===== src/rtl/vending_machine_param.sv =====
// vending_machine_param: multi-item vending controller with a capped credit
// register, explicit buy/cancel and largest-first change dispensing.
//
// state     | meaning
// ----------+-------------------------------------------------------------
// ST_IDLE   | no credit held
// ST_CREDIT | credit > 0, accepting coins, waiting for buy/cancel/auto-vend
// ST_CHANGE | returning credit, one coin per cycle (20, then 10, then 5)
module vending_machine_param #(
  parameter int                          N_ITEMS    = 2,
  parameter int                          SEL_W      = 1,
  parameter int                          CREDIT_W   = 8,
  parameter int                          MAX_CREDIT = 50,
  parameter logic [N_ITEMS*CREDIT_W-1:0] PRICES     = {8'd25, 8'd15},
  parameter bit                          AUTO_VEND  = 1'b0
) (
  input  logic                clk,
  input  logic                rst_n,
  input  logic [1:0]          in,
  input  logic [SEL_W-1:0]    sel,
  input  logic                buy,
  input  logic                cancel,
  output logic                out,
  output logic [SEL_W-1:0]    item,
  output logic [1:0]          change,
  output logic                coin_reject,
  output logic                busy,
  output logic [CREDIT_W-1:0] credit
);

  typedef enum logic [1:0] {
    ST_IDLE   = 2'd0,
    ST_CREDIT = 2'd1,
    ST_CHANGE = 2'd2
  } state_t;

  // Arithmetic on coin totals uses one extra bit so credit + coin cannot wrap
  // before it is compared against the credit ceiling.
  localparam logic [CREDIT_W:0]   MAX_W     = (CREDIT_W+1)'(MAX_CREDIT);
  localparam logic [SEL_W:0]      N_ITEMS_W = (SEL_W+1)'(N_ITEMS);
  localparam logic [CREDIT_W-1:0] V5        = CREDIT_W'(5);
  localparam logic [CREDIT_W-1:0] V10       = CREDIT_W'(10);
  localparam logic [CREDIT_W-1:0] V20       = CREDIT_W'(20);

  state_t              state_q, state_d;
  logic [CREDIT_W-1:0] credit_q, credit_d;
  logic                out_q, out_d;
  logic [SEL_W-1:0]    item_q, item_d;
  logic [1:0]          change_q, change_d;
  logic                coin_reject_q, coin_reject_d;

  logic [CREDIT_W:0]   coin_val;
  logic                coin_present;
  logic                sel_valid;
  logic [CREDIT_W-1:0] price;
  logic [CREDIT_W:0]   total_w;
  logic [CREDIT_W:0]   eff_w;
  logic                reject_new;
  logic                vend_ok;

  // Decode the coin acceptor code into a monetary value.
  always_comb begin
    coin_val = '0;
    case (in)
      2'b01:   coin_val = (CREDIT_W+1)'(5);
      2'b10:   coin_val = (CREDIT_W+1)'(10);
      2'b11:   coin_val = (CREDIT_W+1)'(20);
      default: coin_val = '0;
    endcase
    coin_present = (in != 2'b00);
  end

  // Look up the price of the selected item; invalid selections price at 0
  // but are blocked from vending by sel_valid.
  always_comb begin
    sel_valid = ({1'b0, sel} < N_ITEMS_W);
    price     = '0;
    for (int i = 0; i < N_ITEMS; i++) begin
      if (sel == SEL_W'(i)) begin
        price = PRICES[i*CREDIT_W +: CREDIT_W];
      end
    end
  end

  // Coin acceptance and the credit the non-coin actions work from: a rejected
  // coin leaves the old credit in place for cancel/buy evaluation.
  always_comb begin
    total_w    = {1'b0, credit_q} + coin_val;
    reject_new = coin_present && ((total_w > MAX_W) || !sel_valid);
    eff_w      = reject_new ? {1'b0, credit_q} : total_w;
    vend_ok    = (AUTO_VEND || buy) && sel_valid && (eff_w >= {1'b0, price});
  end

  // Next-state and next-output computation for the vending FSM.
  always_comb begin
    state_d       = state_q;
    credit_d      = credit_q;
    out_d         = 1'b0;
    item_d        = '0;
    change_d      = 2'b00;
    coin_reject_d = 1'b0;

    case (state_q)
      ST_CHANGE: begin
        // Buy and cancel are ignored while paying out; any coin is bounced.
        coin_reject_d = coin_present;
        if (credit_q >= V20) begin
          change_d = 2'b11;
          credit_d = credit_q - V20;
        end else if (credit_q >= V10) begin
          change_d = 2'b10;
          credit_d = credit_q - V10;
        end else if (credit_q >= V5) begin
          change_d = 2'b01;
          credit_d = credit_q - V5;
        end else begin
          // Unreachable with multiple-of-5 values; drop any residue so the
          // machine can never stall in ST_CHANGE.
          credit_d = '0;
        end
        if (credit_d == '0) begin
          state_d = ST_IDLE;
        end
      end

      default: begin
        coin_reject_d = reject_new;
        if (cancel) begin
          credit_d = eff_w[CREDIT_W-1:0];
          state_d  = (eff_w != '0) ? ST_CHANGE : ST_IDLE;
        end else if (vend_ok) begin
          out_d    = 1'b1;
          item_d   = sel;
          credit_d = CREDIT_W'(eff_w - {1'b0, price});
          state_d  = (eff_w != {1'b0, price}) ? ST_CHANGE : ST_IDLE;
        end else begin
          credit_d = eff_w[CREDIT_W-1:0];
          state_d  = (eff_w != '0) ? ST_CREDIT : ST_IDLE;
        end
      end
    endcase
  end

  // State and registered outputs; reset forfeits credit and aborts payout.
  always_ff @(posedge clk or negedge rst_n) begin
    if (!rst_n) begin
      state_q       <= ST_IDLE;
      credit_q      <= '0;
      out_q         <= 1'b0;
      item_q        <= '0;
      change_q      <= 2'b00;
      coin_reject_q <= 1'b0;
    end else begin
      state_q       <= state_d;
      credit_q      <= credit_d;
      out_q         <= out_d;
      item_q        <= item_d;
      change_q      <= change_d;
      coin_reject_q <= coin_reject_d;
    end
  end

  assign out         = out_q;
  assign item        = item_q;
  assign change      = change_q;
  assign coin_reject = coin_reject_q;
  assign credit      = credit_q;
  assign busy        = (state_q == ST_CHANGE);

endmodule


===== config.mk =====
export PLATFORM = sky130hd
export DESIGN_NAME = vending_machine_param
export DESIGN_NICKNAME = d
export VERILOG_FILES = /design/src/rtl/vending_machine_param.sv
export SDC_FILE = /design/constraint.sdc
export NUM_CORES = 1
export LEC_CHECK = 0
export CAP_MARGIN = 20
export CORE_MARGIN = 2
export CORE_UTILIZATION = 45
export DETAILED_ROUTE_END_ITERATION = 7
export PLACE_DENSITY = 0.65
export SLEW_MARGIN = 20
export SYNTH_ARGS = -nofsm -noshare
export SYNTH_HDL_FRONTEND = slang
export SYNTH_SLANG_ARGS = --single-unit
export TNS_END_PERCENT = 100

===== constraint.sdc =====
create_clock -name clk -period 5.9 [get_ports clk]
set_input_delay 1.18 -clock clk [delete_from_list [all_inputs] [get_ports clk]]
set_output_delay 1.18 -clock clk [all_outputs]
set_load 0.01 [all_outputs]

After elaboration in Yosys (flattened, before gate mapping)
Cells that the tools add are included.
Word-level totals
  memory bits (writable): 0
  bits in read-only memories: 0
  input bits: 7
  memories: 0
  output and inout bits: 14
  word-level logic and storage cells: 55
  latch bits: 0
  flip-flop bits (word level): 15
Operators by class
  reductions and logical operators: 5
  add/subtract/negate cells: 5
  shift-type cells: 0
  eq/ne operators: 6
  muxes and demuxes: 28
  bitwise logic cells: 0
  div/mod/pow operators: 0
  multipliers: 0
  order comparisons: 5
Operators by type and width (number)
  $mux 8: 7
  $mux 2: 9
  $pmux 5 s3: 1
  $add 8x9->9: 1
  $ge 9x5->1: 1
  $gt 9x6->1 const B: 1
  $mux 1: 9
  $mux 9: 1
  $ne 9x5->1: 1
  $reduce_bool 9->1: 1
  $ge 8x3->1 const B: 1
  $ge 8x4->1 const B: 1
  $ge 8x5->1 const B: 1
  $logic_not 8->1: 1
  $sub 8x3->8 const B: 1
  $sub 8x4->8 const B: 1
  $sub 8x5->8 const B: 1
  $sub 8x8->8: 1
  $eq 2x2->1 const B: 3
  $mux 5: 1
  $eq 2x1->1 const B: 1
  $logic_and 1x1->1: 2
  $ne 2x1->1 const B: 1
  $reduce_bool 2->1: 1

Logic depth before layout (Yosys ltp)
Gate-level depths: netlist of the first run.
  depth after elaboration: 11
  gate-level depth with buffers: 21
  gate-level depth less buffers: 19

Worst setup path before layout of the first run
No wires, ideal clock.
  kind: in2reg
  start: in in[0]
  end: reg credit_q[1], in the netlist credit[1]
  library setup time: 126 ps
  arrival time: 5050 ps
  path slack: 724 ps
  data required time: 5774 ps
  path buffers: 1
  stages on the path: 19
  cells stage by stage: nor2b_1 ha_1 ha_1 or2_1 o221a_4 o21a_4 nor4b_4 nand3_2 nand2_1 mux2i_1 inv_1 ha_1 a31o_2 a21oi_1 o221ai_1 o211ai_1 nand4b_2 buf_4 a221o_1
On the way
  word-level cells in the longest chain between the ends: 11
  elaborated cells on any way between the ends: 15
  those cells by class: add/sub (2); order compare (2); eq/ne (3); mux (5); reduce/logical (3)
Ends and longest elaborated chain
  start: declaration: line 19  | input logic [1:0] in,
  $eq 2x2->1 / $eq 2x1->1 (equally long branches): line 64  | case (in)
  $pmux 5 s3: line 64
  $add 8x9->9: line 88  | total_w = {1'b0, credit_q} + coin_val;
  $gt 9x6->1: line 89  | reject_new = coin_present && ((total_w > MAX_W) || !sel_valid);
  $logic_and 1x1->1: line 89
  $mux 9 *: line 90  | eff_w = reject_new ? {1'b0, credit_q} : total_w;
  $ge 9x5->1: line 91  | vend_ok = (AUTO_VEND || buy) && sel_valid && (eff_w >= {1'b0, price});
  $logic_and 1x1->1: line 91
  $mux 8: line 131  | end else if (vend_ok) begin
  $mux 8 *: line 128  | if (cancel) begin
  $mux 8 *: line 103  | case (state_q)
  via credit_d[1]: line 46  | logic [CREDIT_W-1:0] credit_q, credit_d;
  end signal: assignment: line 155  | credit_q <= credit_d;
  end: declaration: line 46
The timed path passes the listed nets; every way through them passes the cells marked *.
A chain may end at the register's enable or synchronous reset.

Worst setup path after layout of the first run
Ends and elaborated chain as after synthesis.

==> impl_metrics.tcl, run 1 <==
set metrics [dict create \
    setup_violations 0 \
    area_growth_pct 17.28 \
    max-vdd-ir-drop_mv 0.3022 \
    syn-cell-area_um2 2115 \
    timing.critical_path.from "in[0]" \
    max_freq_mhz 178.4 \
    via_count 2135 \
    p_comb_frac 0.778 \
    final_common_cell "nand2_1" \
    synth.avg_cell_area_um2 7.979 \
    slew_violations 0 \
    grt_max_degree 18 \
    cts-root-buf "clkbuf_8" \
    critPathKind "input pin to flop" \
    critPathLaunchType "input pin" \
    relSlewSlack 0.5040 \
    grt_pass1_wl_um 9832 \
    fp.coreArea_um2 4444 \
    r2r_start "credit[1]" \
    clockBufferDepth 2 \
    crit_path_end "credit[1]" \
    ff2ff_path_depth 19 \
    wl_per_cell_um 17.40 \
    fp.dieH_um 72.55 \
    postSynthCellCount 265 \
    cts.sinks 15 \
    cts_made_buffers 3 \
    clk_pin_slew_ps 60 \
    io_pins 21 \
    synth.distinct_cells 74 \
    holdBufCountCts 0 \
    tritoncts "done" \
    period_share 0.9503 \
    ant_nets 0 \
    drive_gt1_frac 0.1172 \
    synth_warnings 0 \
    internal_power_uw 716.8 \
    end_kind "flop" \
    hold_path_class "flop to flop" \
    rsz0062_at_grt "no" \
    ys.flop_type "dfrtp_1" \
    fin_total_pwr_uw 1492 \
    path_cells "clkdlybuf4s50_1, and2b_4, xnor2_1, ha_1, or2_1, o221a_4, o21a_4, nor4b_4, nand3_2, nand2_1, mux2_2, ha_1, nand3_1, a21o_1, o221ai_1, o211ai_1, nand4b_4, nand2_1, a221o_1" \
    synth_edf_count 0 \
    grt_antenna_before_repair 0 \
    grt_pass1_vias 2080 \
    layout_common_cells "nand2_1 (24), nor2_1 (20), clkdlybuf4s50_1 (20)" \
    via_per_inst 6.243 \
    p_clk_frac 0.056 \
    totalWireLength_um 5950 \
    skew_ps 2.657 \
    p_leak_uw 0.001028 \
    htreeDepth 1 \
    clk_latency_ps 250 \
    p_sw_frac 0.5194 \
    hold_viol_final 0 \
    port-buffer-count 20 \
    timing.final.ws_setup_ps 293.1 \
    firstDrtPassIters 4 \
    tightest_slew_ps 742.5 \
    gp_congestion 0.9312 \
    initial_core_util 0.4758 \
    async_flop_share 1.000 \
    layout.nets 317 \
    p_seq_frac 0.165 \
    die_w_um 72.55 \
    cpMaxStageDelayCell "clkdlybuf4s50_1" \
    fill_cells 436 \
    reg2reg_to "credit[1]" \
    ys_ff_latch 15 \
    syn_nets 291 \
    p_switching_uw 774.9 \
    outcome "complete, no violations" \
    grt-ovfl-total 0 \
    crit_path_max_incr_delay_ps 520 \
    drt_iter0_markers 113 \
    dp_hpwl_um 4598 \
    die_area_um2 5264 \
    place_ws_ps -66.46 \
    period_needed_ps 5607 \
    grtUsageTotal 0.2342 \
    ff2ff_setup_slack_ps 1150 \
    crit_required_ps 6030 \
    crit_fanout 12 \
    power_density_nw_per_um2 601.5 \
    drv_cap 0 \
    worst-endpoint-arrival_ps 5740 \
    antenna_cells 0 \
    ys_seq_area_frac 0.1775 \
    drc 0 \
    rows 24 \
]
-- metal layers --
| layer | vias up | track usage | part of all wire |
|---|---|---|---|
| li1 | 1058 | - | - |
| met1 | 1016 | 0.3219 | 0.46 |
| met2 | 59 | 0.3899 | 0.49 |
| met3 | 2 | 0.03750 | 0.048 |
| met4 | 0 | 0.04527 | 0.0010 |
| met5 | - | 0 | 0 |
-- worst min path at each step --
stage | depth (start not counted) | slack, ps | startpoint | end
floorplan | 4 | 740 | state_q[0] | credit[4]
global placement | 2 | 840 | state_q[1] | change[1]
detailed placement | 3 | 860 | credit[7] | credit[7]
CTS | 3 | 860 | credit[7] | credit[7]
global route | 3 | 930 | credit[7] | credit[7]
finish | 3 | 860 | credit[7] | credit[7]
-- critical path: cells and delay by family --
family / cells / cell delay [ps]
AND/OR/NAND/NOR: 8 / 1500
multiplexers: 1 / 380
adder cells (fa/ha/maj): 2 / 620
buffers and inverters: 1 / 520
AO/OA/AOI/OAI: 6 / 1440
XOR/XNOR: 1 / 120
-- through the flow --
step / TNS (ps) / hold WS (ps) / area, um^2 / cells / util
5_1_grt: 0 / 925.5 / 2480 / 342 / 0.5580
3_5_place_dp: -139.6 / 855.6 / 2411 / 336 / 0.5425
6_report: 0 / 858.5 / 2480 / 342 / 0.5580
4_1_cts: 0 / 865.0 / 2456 / 340 / 0.5526
2_1_floorplan: 0 / 741.1 / 2115 / 265 / -
3_3_place_gp: 0 / 837.7 / 2411 / 336 / 0.5425
-- power groups by stage --
| stage | registers (uW) | clock network [uW] | logic, uW |
|---|---|---|---|
| after CTS | 245 | 84.3 | 1140 |
| after floorplan | 204 | 0 | 834 |
| after global placement | 247 | 0 | 1130 |
| after detailed placement | 247 | 0 | 1140 |
| final | 247 | 83.8 | 1160 |
| after global routing | 255 | 88.8 | 1280 |
-- registers in the layout, indices dropped and copies added (netlist names) --
signal,flops
item,1
credit,8
out,1
coin_reject,1
change,2
state_q,2
-- layout make-up --
class / instances / area (um^2) / area share
tap: 52 / 65.06 / 0.02624
clock buffer: 4 / 45.04 / 0.01816
timing repair buffer: 33 / 297.8 / 0.1201
inverter: 12 / 45.04 / 0.01816
sequential: 15 / 375.4 / 0.1514
multi-input combinational: 226 / 1652 / 0.6660
-- Yosys cell counts, types with 2 or more instances --
library cell,count,share of area
nand2_1,24,0.043
nor2_1,20,0.036
a21oi_1,19,0.045
ha_1,18,0.11
dfrtp_1,15,0.18
inv_1,12,0.021
nand3_1,10,0.024
clkbuf_1,9,0.016
a31oi_1,6,0.018
and2_1,6,0.018
and3_1,6,0.018
o21ai_0,6,0.014
xnor2_1,6,0.025
a21o_1,5,0.018
nand2b_1,5,0.015
nor2b_1,5,0.015
nand4_1,4,0.012
nor3_1,4,0.0095
o211ai_1,4,0.014
xor2_1,4,0.017
a32oi_1,3,0.012
mux2i_1,3,0.014
o21a_1,3,0.011
o31ai_1,3,0.011
a211oi_1,2,0.0071
a221oi_1,2,0.0083
a311o_1,2,0.0095
a31o_1,2,0.0083
buf_2,2,0.0047
mux2_2,2,0.011
nand3_2,2,0.0095
nand3b_1,2,0.0071
nor3b_1,2,0.0071
nor4_1,2,0.0059
o21ai_1,2,0.0047
o221ai_1,2,0.0083
o31a_1,2,0.0083
or2_1,2,0.0059
or4_1,2,0.0071
-- cell families (layout without fill, tap and decap cells) --
kind of cell	count (synthesis)	after routing	share of synthesized area
flip-flops	15	15	0.1775
AO/OA/AOI/OAI	83	83	0.2947
XOR/XNOR	10	10	0.04142
buffers and inverters	24	49	0.04556
AND/OR/NAND/NOR	108	108	0.2935
adder cells (fa/ha/maj)	19	19	0.1160
multiplexers	6	6	0.03136
-- timing repair --
item	CTS	global route
hold endpoints to repair	0	0
setup buffers	0	2
gates resized for setup	0	1
setup endpoints to repair	0	5
(Power assumes the default switching activity.)
==> run 2: changes to the inputs <==
--- a/config.mk
+++ b/config.mk
@@ -10,6 +10,7 @@
 export CORE_UTILIZATION = 45
 export DETAILED_ROUTE_END_ITERATION = 7
 export PLACE_DENSITY = 0.65
+export REMOVE_ABC_BUFFERS = 1
 export SLEW_MARGIN = 20
 export SYNTH_ARGS = -nofsm -noshare
 export SYNTH_HDL_FRONTEND = slang
==> impl_metrics.tcl, run 2 (synthesis results as in run 1) <==
set metrics [dict create \
    seqCellArea_um2 375.4 \
    grtUsageTotal 0.2363 \
    cpMaxStageDelayCell "clkdlybuf4s50_1" \
    grt_pass1_wl_um 9915 \
    period_share 0.9503 \
    max_freq_mhz 178.4 \
    period_needed_ps 5607 \
    ant_nets 0 \
    multi_input_area_um2 1652 \
    htreeDepth 1 \
    hold_viol_final 0 \
    fin_tns_setup_ps 0 \
    path_cells "clkdlybuf4s50_1, and2b_4, xnor2_1, ha_1, or2_1, o221a_4, o21a_4, nor4b_4, nand3_2, nand2_1, mux2_2, ha_1, nand3_1, a21o_1, o221ai_1, o211ai_1, nor2b_1, and3_1, a221oi_1" \
    io_pins 21 \
    top_layer "met4" \
    drive_gt1_frac 0.1172 \
    crit_path_max_incr_delay_ps 480 \
    rsz0062_at_grt "no" \
    drt-met1-wl_um 2776 \
    critPathKind "input pin to flop" \
    layout.nets 317 \
    slew_violations 0 \
    p_comb_frac 0.782 \
    p_clk_frac 0.055 \
    setup_violations 0 \
    drv_cap 0 \
    outcome "complete, no violations" \
    antenna_cells 0 \
    critPathLaunchType "input pin" \
    largest_reg_flops 8 \
    grt_antenna_before_repair 0 \
    cts_made_buffers 3 \
    grt_max_degree 18 \
    fin_area_um2 2480 \
    placed_cell_area_um2 2426 \
    wl_met2_um 2680 \
    fill_cells 426 \
    clk_latency_ps 250 \
    initial_core_util 0.4758 \
    hold_path_class "flop to flop" \
    max-vdd-ir-drop_mv 0.2759 \
    timing.final.ws_setup_ps 293.1 \
    firstDrtPassIters 4 \
    skew_ps 6.986 \
    relSlewSlack 0.4773 \
    crit_required_ps 6030 \
    routed-wl-met3_um 322 \
    p_sw_frac 0.5180 \
    die_area_um2 5264 \
    p_leak_uw 0.001028 \
    p_seq_frac 0.163 \
    die_w_um 72.55 \
    wl_per_cell_um 17.11 \
    holdBufCountCts 0 \
    drc 0 \
    internal_power_uw 726.5 \
    stdcell_count 342 \
    drt_iter0_markers 136 \
    critPathTopFamily "simple AND/OR/NAND/NOR gates" \
    gp_congestion 0.8699 \
    fp.coreArea_um2 4444 \
    crit_fanout 6 \
    layout_common_cells "nand2_1 (24), nor2_1 (20), clkdlybuf4s50_1 (20)" \
    tritoncts "done" \
    fp.dieH_um 72.55 \
    place_ws_ps 20.04 \
    fin_total_pwr_uw 1507 \
    area_growth_pct 17.28 \
    power_density_nw_per_um2 607.8 \
    port-buffer-count 20 \
    cp_common_cell "ha_1" \
    final_common_cell "nand2_1" \
    rows 24 \
    end_kind "flop" \
    via_count 2136 \
    clk_pin_slew_ps 50 \
    cts-root-buf "clkbuf_8" \
    dp_hpwl_um 4491 \
    p_switching_uw 780.8 \
    place_inst 338 \
    cts.sinks 15 \
    worst-endpoint-arrival_ps 5730 \
    totalWireLength_um 5850 \
    grt-ovfl-total 0 \
    clockBufferDepth 2 \
    via_per_inst 6.246 \
    crit_buf_inv 1 \
    tightest_slew_ps 777.5 \
    grt_pass1_vias 2003 \
]
run 2: cell counts in the layout (fill, tap and decap cells not counted):
Identical to the previous run, type by type.
run 2: path summary, 6_finish.rpt:
path	start	endpoint	slack [ps]	depth (start not counted)
min in group asynchronous	rst_n	item	1340	1
worst max register to register	credit[1]	credit[7]	910	18
worst min-delay path	state_q[1]	change[1]	850	2
worst max-delay path	in[0]	credit[7]	290	19
max in group asynchronous	rst_n	credit[3]	4130	1
worst min register to register	state_q[1]	change[1]	850	2
run 2: routing by layer:
| metal | vias up | global-route usage |
|---|---|---|
| met5 | - | 0 |
| met4 | 0 | 0.03292 |
| met3 | 10 | 0.04028 |
| met2 | 63 | 0.3818 |
| met1 | 1005 | 0.3385 |
| li1 | 1058 | - |
run 2: final cells by class:
class / count / share of cell area
Timing Repair Buffer: 33 / 0.1201
Multi-Input combinational cell: 226 / 0.6660
Sequential cell: 15 / 0.1514
Tap cell: 52 / 0.02624
Inverter: 12 / 0.01816
Clock buffer: 4 / 0.01816
run 2: power by group through the flow:
stage	clock network [uW]	logic (uW)	registers (uW)
finish	82.6	1180	246
global route	89.8	1310	255
detailed placement	0	1150	246
CTS	83.9	1160	244
global placement	0	1150	247
floorplan	0	784	233
run 2: worst min-delay path: cells and delay by family (launching register included):
kind | cells | cell delay, ps
AND/OR/NAND/NOR | 2 | 500
flip-flops | 1 | 320
run 2: what timing repair did:
| action | CTS | global route |
|---|---|---|
| gates resized for setup | 0 | 1 |
| endpoints found under the setup margin | 0 | 4 |
| buffers inserted | 0 | 0 |
run 2: stage by stage:
stage,utilization,hold slack [ps]
global route,0.5580,951.3
global placement,0.5459,848.9
detailed placement,0.5459,847.7
floorplan,-,691.8
finish,0.5580,853.6
CTS,0.5560,859.2
==> run 3: changes to the inputs <==
--- a/config.mk
+++ b/config.mk
@@ -7,9 +7,9 @@
 export LEC_CHECK = 0
 export CAP_MARGIN = 20
 export CORE_MARGIN = 2
-export CORE_UTILIZATION = 45
+export CORE_UTILIZATION = 50
 export DETAILED_ROUTE_END_ITERATION = 7
-export PLACE_DENSITY = 0.65
+export DONT_BUFFER_PORTS = 1
 export REMOVE_ABC_BUFFERS = 1
 export SLEW_MARGIN = 20
 export SYNTH_ARGS = -nofsm -noshare
==> impl_metrics.tcl, run 3 (synthesis results as in run 1) <==
set metrics [dict create \
    outcome "complete, no violations" \
    relSlewSlack 0.4757 \
    place_ws_ps 189.7 \
    timing.final.ws_setup_ps 453.6 \
    area_growth_pct 4.083 \
    rsz0062_at_grt "no" \
    largest_reg_flops 8 \
    end_kind "flop" \
    critPathKind "input pin to flop" \
    period_needed_ps 5446 \
    antenna_cells 0 \
    holdBufCountCts 0 \
    drt_iter0_markers 115 \
    reg2reg_to "credit[4]" \
    fin_tns_setup_ps 0 \
    skew_ps 5.627 \
    fp.coreArea_um2 4029 \
    tritoncts "done" \
    clk_pin_slew_ps 60 \
    drt-met1-wl_um 2668 \
    placed_cell_area_um2 2156 \
    gp_congestion 0.8702 \
    cts.sinks 15 \
    clockBufferDepth 2 \
    place_inst 307 \
    via_per_inst 6.524 \
    ff2ff_path_depth 19 \
    routed-wl-met3_um 310 \
    die_area_um2 4765 \
    via_count 2029 \
    fin_total_pwr_uw 1383 \
    ff2ff_setup_slack_ps 900 \
    path_depth 19 \
    fill_cells 406 \
    crit_path_end "credit[4]" \
    setup_violations 0 \
    fin_area_um2 2201 \
    slew_violations 0 \
    grt_pass1_wl_um 9873 \
    cts-root-buf "clkbuf_8" \
    firstDrtPassIters 5 \
    htreeDepth 1 \
    crit_fanout 14 \
    fp.dieH_um 69.03 \
    rows 23 \
    wl_met2_um 2731 \
    top_layer "met4" \
    io_pins 21 \
    stdcell_count 311 \
    layout.nets 288 \
    path_cells "nor2b_1, ha_1, ha_1, or2_1, o221a_4, o21a_4, nor4b_4, nand3_2, nand2_1, mux2i_1, inv_1, ha_1, a31o_2, a21oi_1, o221ai_1, o211ai_1, nand4b_2, nor3b_1, a211o_1" \
    cts_made_buffers 3 \
    critPathLaunchType "input pin" \
    seqCellArea_um2 375.4 \
    crit_buf_inv 1 \
    final_common_cell "nand2_1" \
    cp_common_cell "ha_1" \
    die_w_um 69.03 \
    critPathTopFamily "simple AND/OR/NAND/NOR gates" \
    grt-ovfl-total 0 \
    clk_latency_ps 250 \
    hold_viol_final 0 \
    ant_nets 0 \
    grt_pass1_vias 1976 \
    grt_max_degree 18 \
    drv_cap 0 \
    cpMaxStageDelayCell "mux2i_1" \
    max_freq_mhz 183.6 \
    initial_core_util 0.5248 \
    worst-endpoint-arrival_ps 5580 \
    layout_common_cells "nand2_1 (24), nor2_1 (20), a21oi_1 (19)" \
    dp_hpwl_um 4466 \
    postCtsSetupRepairBufs 0 \
    port-buffer-count 0 \
    period_share 0.9231 \
    drive_gt1_frac 0.09579 \
    hold_path_class "input pin to async pin" \
    crit_required_ps 6030 \
    max-vdd-ir-drop_mv 0.3308 \
    grtUsageTotal 0.2538 \
    p_leak_uw 0.0009047 \
    multi_input_area_um2 1643 \
    grt_antenna_before_repair 0 \
    totalWireLength_um 5885 \
    wl_per_cell_um 18.92 \
    drc 0 \
    tightest_slew_ps 784.8 \
    crit_path_max_incr_delay_ps 350 \
    cts_resized 0 \
    power_density_nw_per_um2 628.4 \
    timing.critical_path.from "in[0]" \
    r2r_start "credit[0]" \
]
-- run 3: cell count changes in the layout (fill, tap and decap cells not counted) --
cell             before  now
nand4b_4              1    0
clkdlybuf4s50_1      20    0
buf_4                13    4
nand4b_2              0    1
-- run 3: through the flow --
step                hold slack [ps]  utilization
floorplan                     691.8            -
finish                        615.9       0.5463
detailed placement            878.0       0.5351
CTS                           615.2       0.5463
global placement              851.2       0.5351
global route                  604.9       0.5463
-- run 3: worst min-delay path by stage --
stage	startpoint	to	slack (ps)	cells past startpoint
after CTS	rst_n	change[1]	620	0
after global routing	rst_n	credit[4]	600	0
after detailed placement	rst_n	change[0]	880	0
after floorplan	state_q[1]	change[1]	690	2
after global placement	state_q[1]	change[1]	850	2
final	rst_n	credit[3]	620	0
-- run 3: routing by layer --
layer,vias up,track usage
met5,-,0
met4,0,0.08715
met3,16,0.04094
met2,69,0.4177
met1,955,0.3363
li1,989,-
-- run 3: where the power goes --
part	switching [uW]	internal, uW	total (uW)
registers	74.7	142	217
clock network	37.0	47.9	84.9
logic	648	433	1080
-- run 3: cell type report --
class	instances	share of cell area
clock buffer	4	0.02047
inverter	12	0.02047
multi-input combinational	226	0.7464
sequential	15	0.1706
tap	50	0.02843
timing repair buffer	4	0.01364
